`config.mk`:
```
export PLATFORM = sky130hd
export DESIGN_NAME = fft_peak_search
export DESIGN_NICKNAME = d
export VERILOG_FILES = /design/src/rtl/fft_peak_search.sv
export SDC_FILE = /design/constraint.sdc
export NUM_CORES = 2
export LEC_CHECK = 0
export ABC_AREA = 1
export CAP_MARGIN = 20
export CORE_UTILIZATION = 57
export CTS_BUF_LIST = sky130_fd_sc_hd__clkbuf_4
export CTS_CLUSTER_DIAMETER = 60
export DETAILED_ROUTE_END_ITERATION = 6
export HOLD_SLACK_MARGIN = 0.06
export PLACE_DENSITY = 0.77
export RECOVER_POWER = 25
export REMOVE_ABC_BUFFERS = 1
export SLEW_MARGIN = 0
export SYNTH_ARGS = -nofsm -noshare
export SYNTH_HDL_FRONTEND = slang
export SYNTH_SLANG_ARGS = --single-unit
```
`constraint.sdc`:
```
create_clock -name clk -period 6.3 [get_ports clk]
set_input_delay 0.945 -clock clk [delete_from_list [all_inputs] [get_ports clk]]
set_output_delay 0.945 -clock clk [all_outputs]
set_load 0.005 [all_outputs]
```
`src/rtl/fft_peak_search.sv`:
```
// fft_peak_search: streaming |X[k]|^2 peak finder over a programmable bin window.
// Three-stage pipeline (capture, square, sum) feeding a max tracker that reports one
// index/magnitude pair per good frame, or a framing-error pulse for a malformed frame.
module fft_peak_search #(
    parameter int FFT_POINT = 1024,
    parameter int DATA_W    = 27,
    parameter int MIN_BIN   = 1,
    parameter int MAX_BIN   = 511
) (
    input  logic                         clk,
    input  logic                         rst_n,
    input  logic                         i_enable,
    input  logic                         i_fft_valid,
    input  logic [63:0]                  i_fft_data,
    input  logic                         i_fft_last,
    output logic                         o_peak_valid,
    output logic [$clog2(FFT_POINT)-1:0] o_peak_idx,
    output logic [2*DATA_W:0]            o_peak_mag,
    output logic                         o_frame_err,
    output logic                         o_busy
);

    localparam int IDX_W = $clog2(FFT_POINT);
    localparam int PW    = 2 * DATA_W;
    localparam int MW    = 2 * DATA_W + 1;
    localparam logic [IDX_W-1:0] LAST_BIN = IDX_W'(FFT_POINT - 1);
    localparam logic [IDX_W-1:0] LO_BIN   = IDX_W'(MIN_BIN);
    localparam logic [IDX_W-1:0] HI_BIN   = IDX_W'(MAX_BIN);

    // Both squares are non-negative, so zero-extending and adding is exact in MW bits.
    function automatic logic [MW-1:0] mag_sum(input logic signed [PW-1:0] a,
                                              input logic signed [PW-1:0] b);
        return {1'b0, a} + {1'b0, b};
    endfunction

    // Upper halves of each 32-bit lane are only sign extension.
    logic unused_sign_bits;
    assign unused_sign_bits = ^{i_fft_data[63:32+DATA_W], i_fft_data[31:DATA_W]};

    logic [IDX_W-1:0] bin_cnt;
    logic             at_top, beat_end, beat_err;

    logic                     vld_p1, vld_p2, vld_p3;
    logic signed [DATA_W-1:0] re_p1, im_p1;
    logic [IDX_W-1:0]         idx_p1, idx_p2, idx_p3;
    logic                     end_p1, end_p2, end_p3;
    logic                     err_p1, err_p2, err_p3;
    logic signed [PW-1:0]     sq_re_p2, sq_im_p2;
    logic [MW-1:0]            mag_p3;

    logic             have_max;
    logic [IDX_W-1:0] max_idx;
    logic [MW-1:0]    max_mag;
    logic             in_win_p3, take_p3, issue_p3;
    logic [IDX_W-1:0] cand_idx;
    logic [MW-1:0]    cand_mag;

    // A beat closes the frame on last or on the final bin; a mismatch of the two is an error.
    assign at_top   = (bin_cnt == LAST_BIN);
    assign beat_end = i_fft_last | at_top;
    assign beat_err = i_fft_last ^ at_top;

    // Bin counter and pipeline valids; disabling flushes everything in flight.
    always_ff @(posedge clk) begin
        if (!rst_n || !i_enable) begin
            bin_cnt <= '0;
            vld_p1  <= 1'b0;
            vld_p2  <= 1'b0;
            vld_p3  <= 1'b0;
        end else begin
            vld_p1 <= i_fft_valid;
            vld_p2 <= vld_p1;
            vld_p3 <= vld_p2;
            if (i_fft_valid)
                bin_cnt <= beat_end ? '0 : bin_cnt + 1'b1;
        end
    end

    // Datapath registers; qualified by the valid chain, so no reset needed.
    always_ff @(posedge clk) begin
        // stage 1: capture re/im, bin index and framing flags
        re_p1  <= i_fft_data[DATA_W-1:0];
        im_p1  <= i_fft_data[32+DATA_W-1:32];
        idx_p1 <= bin_cnt;
        end_p1 <= beat_end;
        err_p1 <= beat_err;
        // stage 2: signed squares
        sq_re_p2 <= PW'(re_p1) * PW'(re_p1);
        sq_im_p2 <= PW'(im_p1) * PW'(im_p1);
        idx_p2   <= idx_p1;
        end_p2   <= end_p1;
        err_p2   <= err_p1;
        // stage 3: full-precision magnitude
        mag_p3 <= mag_sum(sq_re_p2, sq_im_p2);
        idx_p3 <= idx_p2;
        end_p3 <= end_p2;
        err_p3 <= err_p2;
    end

    // Candidate peak including the current S3 beat, so the closing beat is not missed.
    assign in_win_p3 = (idx_p3 >= LO_BIN) && (idx_p3 <= HI_BIN);
    assign take_p3   = vld_p3 && in_win_p3 && (!have_max || (mag_p3 > max_mag));
    assign issue_p3  = vld_p3 && end_p3;
    assign cand_idx  = take_p3 ? idx_p3 : max_idx;
    assign cand_mag  = take_p3 ? mag_p3 : max_mag;

    // Max tracking and once-per-frame reporting; max clears on issue for gapless frames.
    always_ff @(posedge clk) begin
        if (!rst_n) begin
            have_max     <= 1'b0;
            max_idx      <= '0;
            max_mag      <= '0;
            o_peak_valid <= 1'b0;
            o_frame_err  <= 1'b0;
            o_peak_idx   <= '0;
            o_peak_mag   <= '0;
        end else if (!i_enable) begin
            have_max     <= 1'b0;
            o_peak_valid <= 1'b0;
            o_frame_err  <= 1'b0;
        end else begin
            o_peak_valid <= issue_p3 && !err_p3;
            o_frame_err  <= issue_p3 && err_p3;
            if (issue_p3) begin
                have_max <= 1'b0;
                if (!err_p3) begin
                    o_peak_idx <= cand_idx;
                    o_peak_mag <= cand_mag;
                end
            end else if (take_p3) begin
                have_max <= 1'b1;
                max_idx  <= idx_p3;
                max_mag  <= mag_p3;
            end
        end
    end

    // Busy while a partial frame is counting or a closed frame is still in the pipeline.
    assign o_busy = (bin_cnt != '0) | (vld_p1 & end_p1) | (vld_p2 & end_p2) | (vld_p3 & end_p3);

endmodule

```
== Word level (Yosys, flattened, before mapping) ==
Index checks and enable logic that the tools add are counted.

* Add/sub/neg operators: 2
* $mul: 2
* $lt $le $gt $ge: 3
* Eq/ne operators: 1
* Mux-type cells: 3
* Bitwise logic cells: 12
* Reductions and logical operators: 17

{| class="wikitable"
|+ Operators with widths
! operator !! count
|-
| 27-bit by 27-bit multiplier with 54-bit output || 2
|-
| 54-bit by 54-bit adder with 55-bit output || 1
|-
| 55-bit > comparator || 1
|-
| 55-bit two-way mux || 1
|-
| 10-bit two-way mux || 2
|-
| 10-bit by 1-bit adder with 10-bit output, second input constant || 1
|-
| 10-bit == test, second input constant || 1
|-
| 10-bit by 1-bit greater-or-equal comparator with 1-bit output, second input constant || 1
|-
| 10-bit by 9-bit <= comparator with 1-bit output, second input constant || 1
|-
| 10-bit nonzero test || 1
|-
| 1-bit logical AND || 6
|-
| 1-bit logical NOT || 4
|-
| 1-bit inverter || 4
|-
| 1-bit OR || 4
|-
| 2-bit AND reduction || 2
|-
| 1-bit bitwise AND || 3
|-
| 3-bit AND reduction || 1
|-
| 3-bit OR reduction || 1
|-
| 1-bit logical OR || 2
|-
| 1-bit bitwise XOR || 1
|}

* Flip-flop bits (word level): 399
* Logic and storage cells: 65

== Longest topological paths before layout ==
* Depth in word-level cells: 5
* Mapped depth: 31
* Mapped depth without buffers: 29

== Worst setup path before layout ==
OpenSTA, ideal clock, no wires.

* Kind: reg-to-reg
* Start: register im_p1[6]
* End: register sq_im_p2[52]
* Library setup time: 119 ps
* Arrival: 6599 ps
* Path slack: -418 ps
* Cell stages (with the launch flop): 23
* Period minus slack after synthesis: 6718 ps
* Path through: dfxtp_1 clkbuf_1 clkbuf_1 nand2_1 fa_1 inv_1 fa_1 inv_1 fa_1 inv_1 fa_1 fa_1 fa_1 fa_1 ha_1 nand2_1 nor2_1 inv_1 nor4_1 nand3_1 nand3_1 a21oi_1 xnor2_1

* Longest elaborated chain between the ends: 1

{| class="wikitable"
|+ RTL lines
! element !! RTL line !! RTL
|-
| start, declared || 44 || <nowiki>logic signed [DATA_W-1:0] re_p1, im_p1;</nowiki>
|-
| start signal, assigned || 83 || <nowiki>im_p1 <= i_fft_data[32+DATA_W-1:32];</nowiki>
|-
| 27-bit by 27-bit multiplier with 54-bit output || 89 || <nowiki>sq_im_p2 <= PW'(im_p1) * PW'(im_p1);</nowiki>
|-
| end signal, assigned || 89 ||
|-
| end, declared || 48 || <nowiki>logic signed [PW-1:0] sq_re_p2, sq_im_p2;</nowiki>
|}

Every way passes these cells.
A chain may end at the register's enable or synchronous reset.

== Worst setup path in the final report ==
* Start: register im_p1[26]
* End: register sq_im_p2[50]

The elaborated chain is that of the path after synthesis.

==> impl_metrics.env <==
export IMPL_criticalPathCategory="reg2reg"
export IMPL_ios=137
export IMPL_final_nets=10600
export IMPL_syn_area_per_cell_sq_um=8.41
export IMPL_core_sq_um=115000
export IMPL_failed_checks="design-rule violations, negative setup slack"
export IMPL_critPathMaxStageDelay_ns=0.57
export IMPL_cts_tree="yes"
export IMPL_cts_max_path_buffers=3
export IMPL_worstPathRequired_ns=7.12
export IMPL_clk_pin_slew_worst_paths_ns=0.06
export IMPL_cts_root_buf="clkbuf_4"
export IMPL_io_buffer_count=126
export IMPL_synthFlopType="dfxtp_1"
export IMPL_stdcell_count=10300
export IMPL_synth_cells=7867
export IMPL_die_area_sq_um=117000
export IMPL_min_period_over_period_pct=102
export IMPL_crit_fanout=11
export IMPL_dr_pass1_iters=7
export IMPL_dpl_cell_count=9947
export IMPL_path_cells="buf_12 -> buf_12 -> nand2_1 -> inv_2 -> fa_1 -> inv_2 -> buf_4 -> buf_4 -> fa_1 -> fa_1 -> inv_1 -> fa_1 -> fa_1 -> fa_1 -> fa_1 -> ha_4 -> nand2_1 -> buf_4 -> nor2_4 -> nand4_1 -> nor2_2 -> nand4_1 -> o211ai_1 -> xor2_1"
export IMPL_arrival_ns=7.27
export IMPL_drive_gt1_share_pct=19.7
export IMPL_synth_cell_types=57
export IMPL_setup_tns_ns=-1.50
export IMPL_setup_ws_ns=-0.146
export IMPL_rsz0062_at_grt="yes"
export IMPL_synthSimpleGateAreaFrac_pct=14.5
export IMPL_fin_skew_ns=0.139
export IMPL_hold_violations=0
export IMPL_ys_ff_latch=397
export IMPL_slew_headroom_pct=31.1
export IMPL_setup_viol=23
export IMPL_synth_compound_area_share_pct=4.66
export IMPL_viasPerCell=5.17
export IMPL_post_drt_wl_per_cell_microns=17.7
export IMPL_grt_busiest_layer="met2"
export IMPL_grt_usage_pct=30.6
export IMPL_die_w_microns=343
export IMPL_synth_mux_area_share_pct=0
export IMPL_synthXorXnorAreaFrac_pct=2.45
export IMPL_cp_common_cell="fa_1"
export IMPL_ys_top_cells_by_count="2428 x inv_1, 1400 x fa_1, 1323 x nand2_1, 456 x ha_1, 451 x nor2_1"
export IMPL_synth_top_family_by_area="adder cells"
export IMPL_numCtsBuffers=107
export IMPL_cts_max_level=3
export IMPL_synthAdderAreaFrac_pct=51.0
export IMPL_grt_util_met2_pct=51.1
export IMPL_critPathLaunchType="flip-flop"
export IMPL_synth_edf_count=0
export IMPL_routed_wl_mm=181
export IMPL_synth_async_reset_ratio_pct=0
export IMPL_area_growth_pct=21.2
export IMPL_rows=124
export IMPL_vias=53100
export IMPL_report_final_slew_viol_count=0
export IMPL_die_h_microns=343
export IMPL_gr_usage_met3_pct=4.42
export IMPL_synth_most_common_cell="inv_1"
export IMPL_drt_initial_drc_count=3845
export IMPL_drv_cap=0
export IMPL_fmax_ghz=0.155
export IMPL_grt_overflow_total=0
export IMPL_use_met1_pct=40.4
export IMPL_synth_area_sq_um=66100
export IMPL_yosysTopAreaCellShare_pct=42.4
export IMPL_worstSkewPairLatency_ns=1.04
export IMPL_hold_path_class="reg2reg"
export IMPL_start_util_pct=57.7
export IMPL_crit_slowest_cell="fa_1"
export IMPL_grt_pass1_vias=56900
export IMPL_cts_sinks=397
export IMPL_hpwl_mm=142
export IMPL_grt_antenna_before_repair=5
export IMPL_endpoint_kind="flip-flop"
export IMPL_grt_pass1_wl_mm=284
export IMPL_cts_hold_buf=0
export IMPL_routabilityCongestion=0.985
export IMPL_ys_warn_count=0
export IMPL_status="finished, violations left"
export IMPL_drtAntennaViolNets=0
export IMPL_drc=16
export IMPL_yosysSeqAreaShare_pct=12.0
export IMPL_worst_pin_slew_ns=1.03
export IMPL_period_needed_ns=6.45
export IMPL_grt_max_degree=131
export IMPL_synth_area_leaders="fa_1 42%, inv_1 14%, dfxtp_1 12%, ha_1 8.6%, nand2_1 7.5%"
export IMPL_synth_area_leader_cell="fa_1"
-- registers in the layout, indices dropped and copies added, names as in the netlist, 10 cells and up --
signal	count
idx_p3	10
idx_p1	10
idx_p2	10
max_mag	55
mag_p3	55
re_p1	27
sq_re_p2	53
bin_cnt	10
im_p1	27
sq_im_p2	53
o_peak_idx	10
o_peak_mag	55
max_idx	10
-- routing by layer --
layer | share of wire [%] | wire length [microns]
met1 | 40 | 72200
met3 | 8.1 | 14600
met5 | 0.063 | 115
met4 | 4.1 | 7420
met2 | 48 | 86900
-- timing repair --
item                       4_1_cts  5_1_grt
gates cloned                     8       13
gates resized for setup        321      563
setup endpoints to repair       64       71
pin swaps                      118      234
setup buffers                   33       73
-- metrics by stage --
| stage | utilization [%] | instance area (sq um) | worst slack [ns] | hold slack [ns] |
|---|---|---|---|---|
| 2_1_floorplan | - | 65100 | -1.78 | 0.310 |
| 3_3_place_gp | 64.6 | 74100 | -0.295 | 0.310 |
| 3_5_place_dp | 64.6 | 74100 | -0.307 | 0.312 |
| 4_1_cts | 67.5 | 77400 | -0.0709 | 0.246 |
| 5_1_grt | 69.9 | 80100 | -0.371 | 0.332 |
| 6_report | 69.9 | 80100 | -0.146 | 0.326 |
-- cell type report --
type	count	area (sq um)
tap	1512	1890
inverter	2434	9150
clock buffer	145	1090
timing repair buffer	924	8850
clock inverter	47	305
multi-input combinational	4807	50800
fill	8383	34500
sequential	397	8050
antenna	2	5.00
-- worst paths after layout --
kind / start / end / slack (ns) / cells after the start
max: im_p1[26] / sq_im_p2[50] / -0.15 / 24
min: idx_p1[0] / idx_p2[0] / 0.33 / 0
max reg2reg: im_p1[26] / sq_im_p2[50] / -0.15 / 24
min reg2reg: idx_p1[0] / idx_p2[0] / 0.33 / 0
-- kinds of logic after synthesis --
family / after synthesis
AOI/OAI and AO/OA: 536
DFF: 397
and+or+nand+nor: 2230
buffers and inverters: 2663
adders and majority gates: 1856
xor gates and xnor gates: 185
-- placed cells by master (no fill, tap or decap), types with 16 or more instances in the layout --
cell type        count
nand2_1           1220
inv_2              107
xor2_1              99
a31oi_1             16
nand2_4             78
nor3_1              19
dlygate4sd3_1       55
buf_12              76
clkinv_1            24
o21ai_1             36
nand4_1             22
o21ai_2             18
nor2_1             377
nor2_2              42
dfxtp_1            364
nand3_2             50
o21ai_0             72
a21oi_1            198
clkinv_2            16
a21oi_2             56
nand2_2             91
ha_1               379
ha_4                68
xnor2_1             71
fa_1              1336
a21o_1              40
inv_1             2320
nand3_1            238
clkdlybuf4s50_1     71
dfxtp_4             25
buf_6               50
clkbuf_4           145
fa_2                64
buf_4              643
nor2_4              35
-- worst max-delay path, delay by kind of cell (launching register included) --
kind | cells | cell delay [ns]
DFF | 1 | 0.33
AOI/OAI and AO/OA | 1 | 0.28
adders and majority gates | 8 | 3.81
buffers and inverters | 8 | 0.91
xor gates and xnor gates | 1 | 0.19
and+or+nand+nor | 6 | 0.73
Power is left out: the tool's default activity adds up to more than one toggle a clock period on the data nets, which glitch-free logic cannot reach.
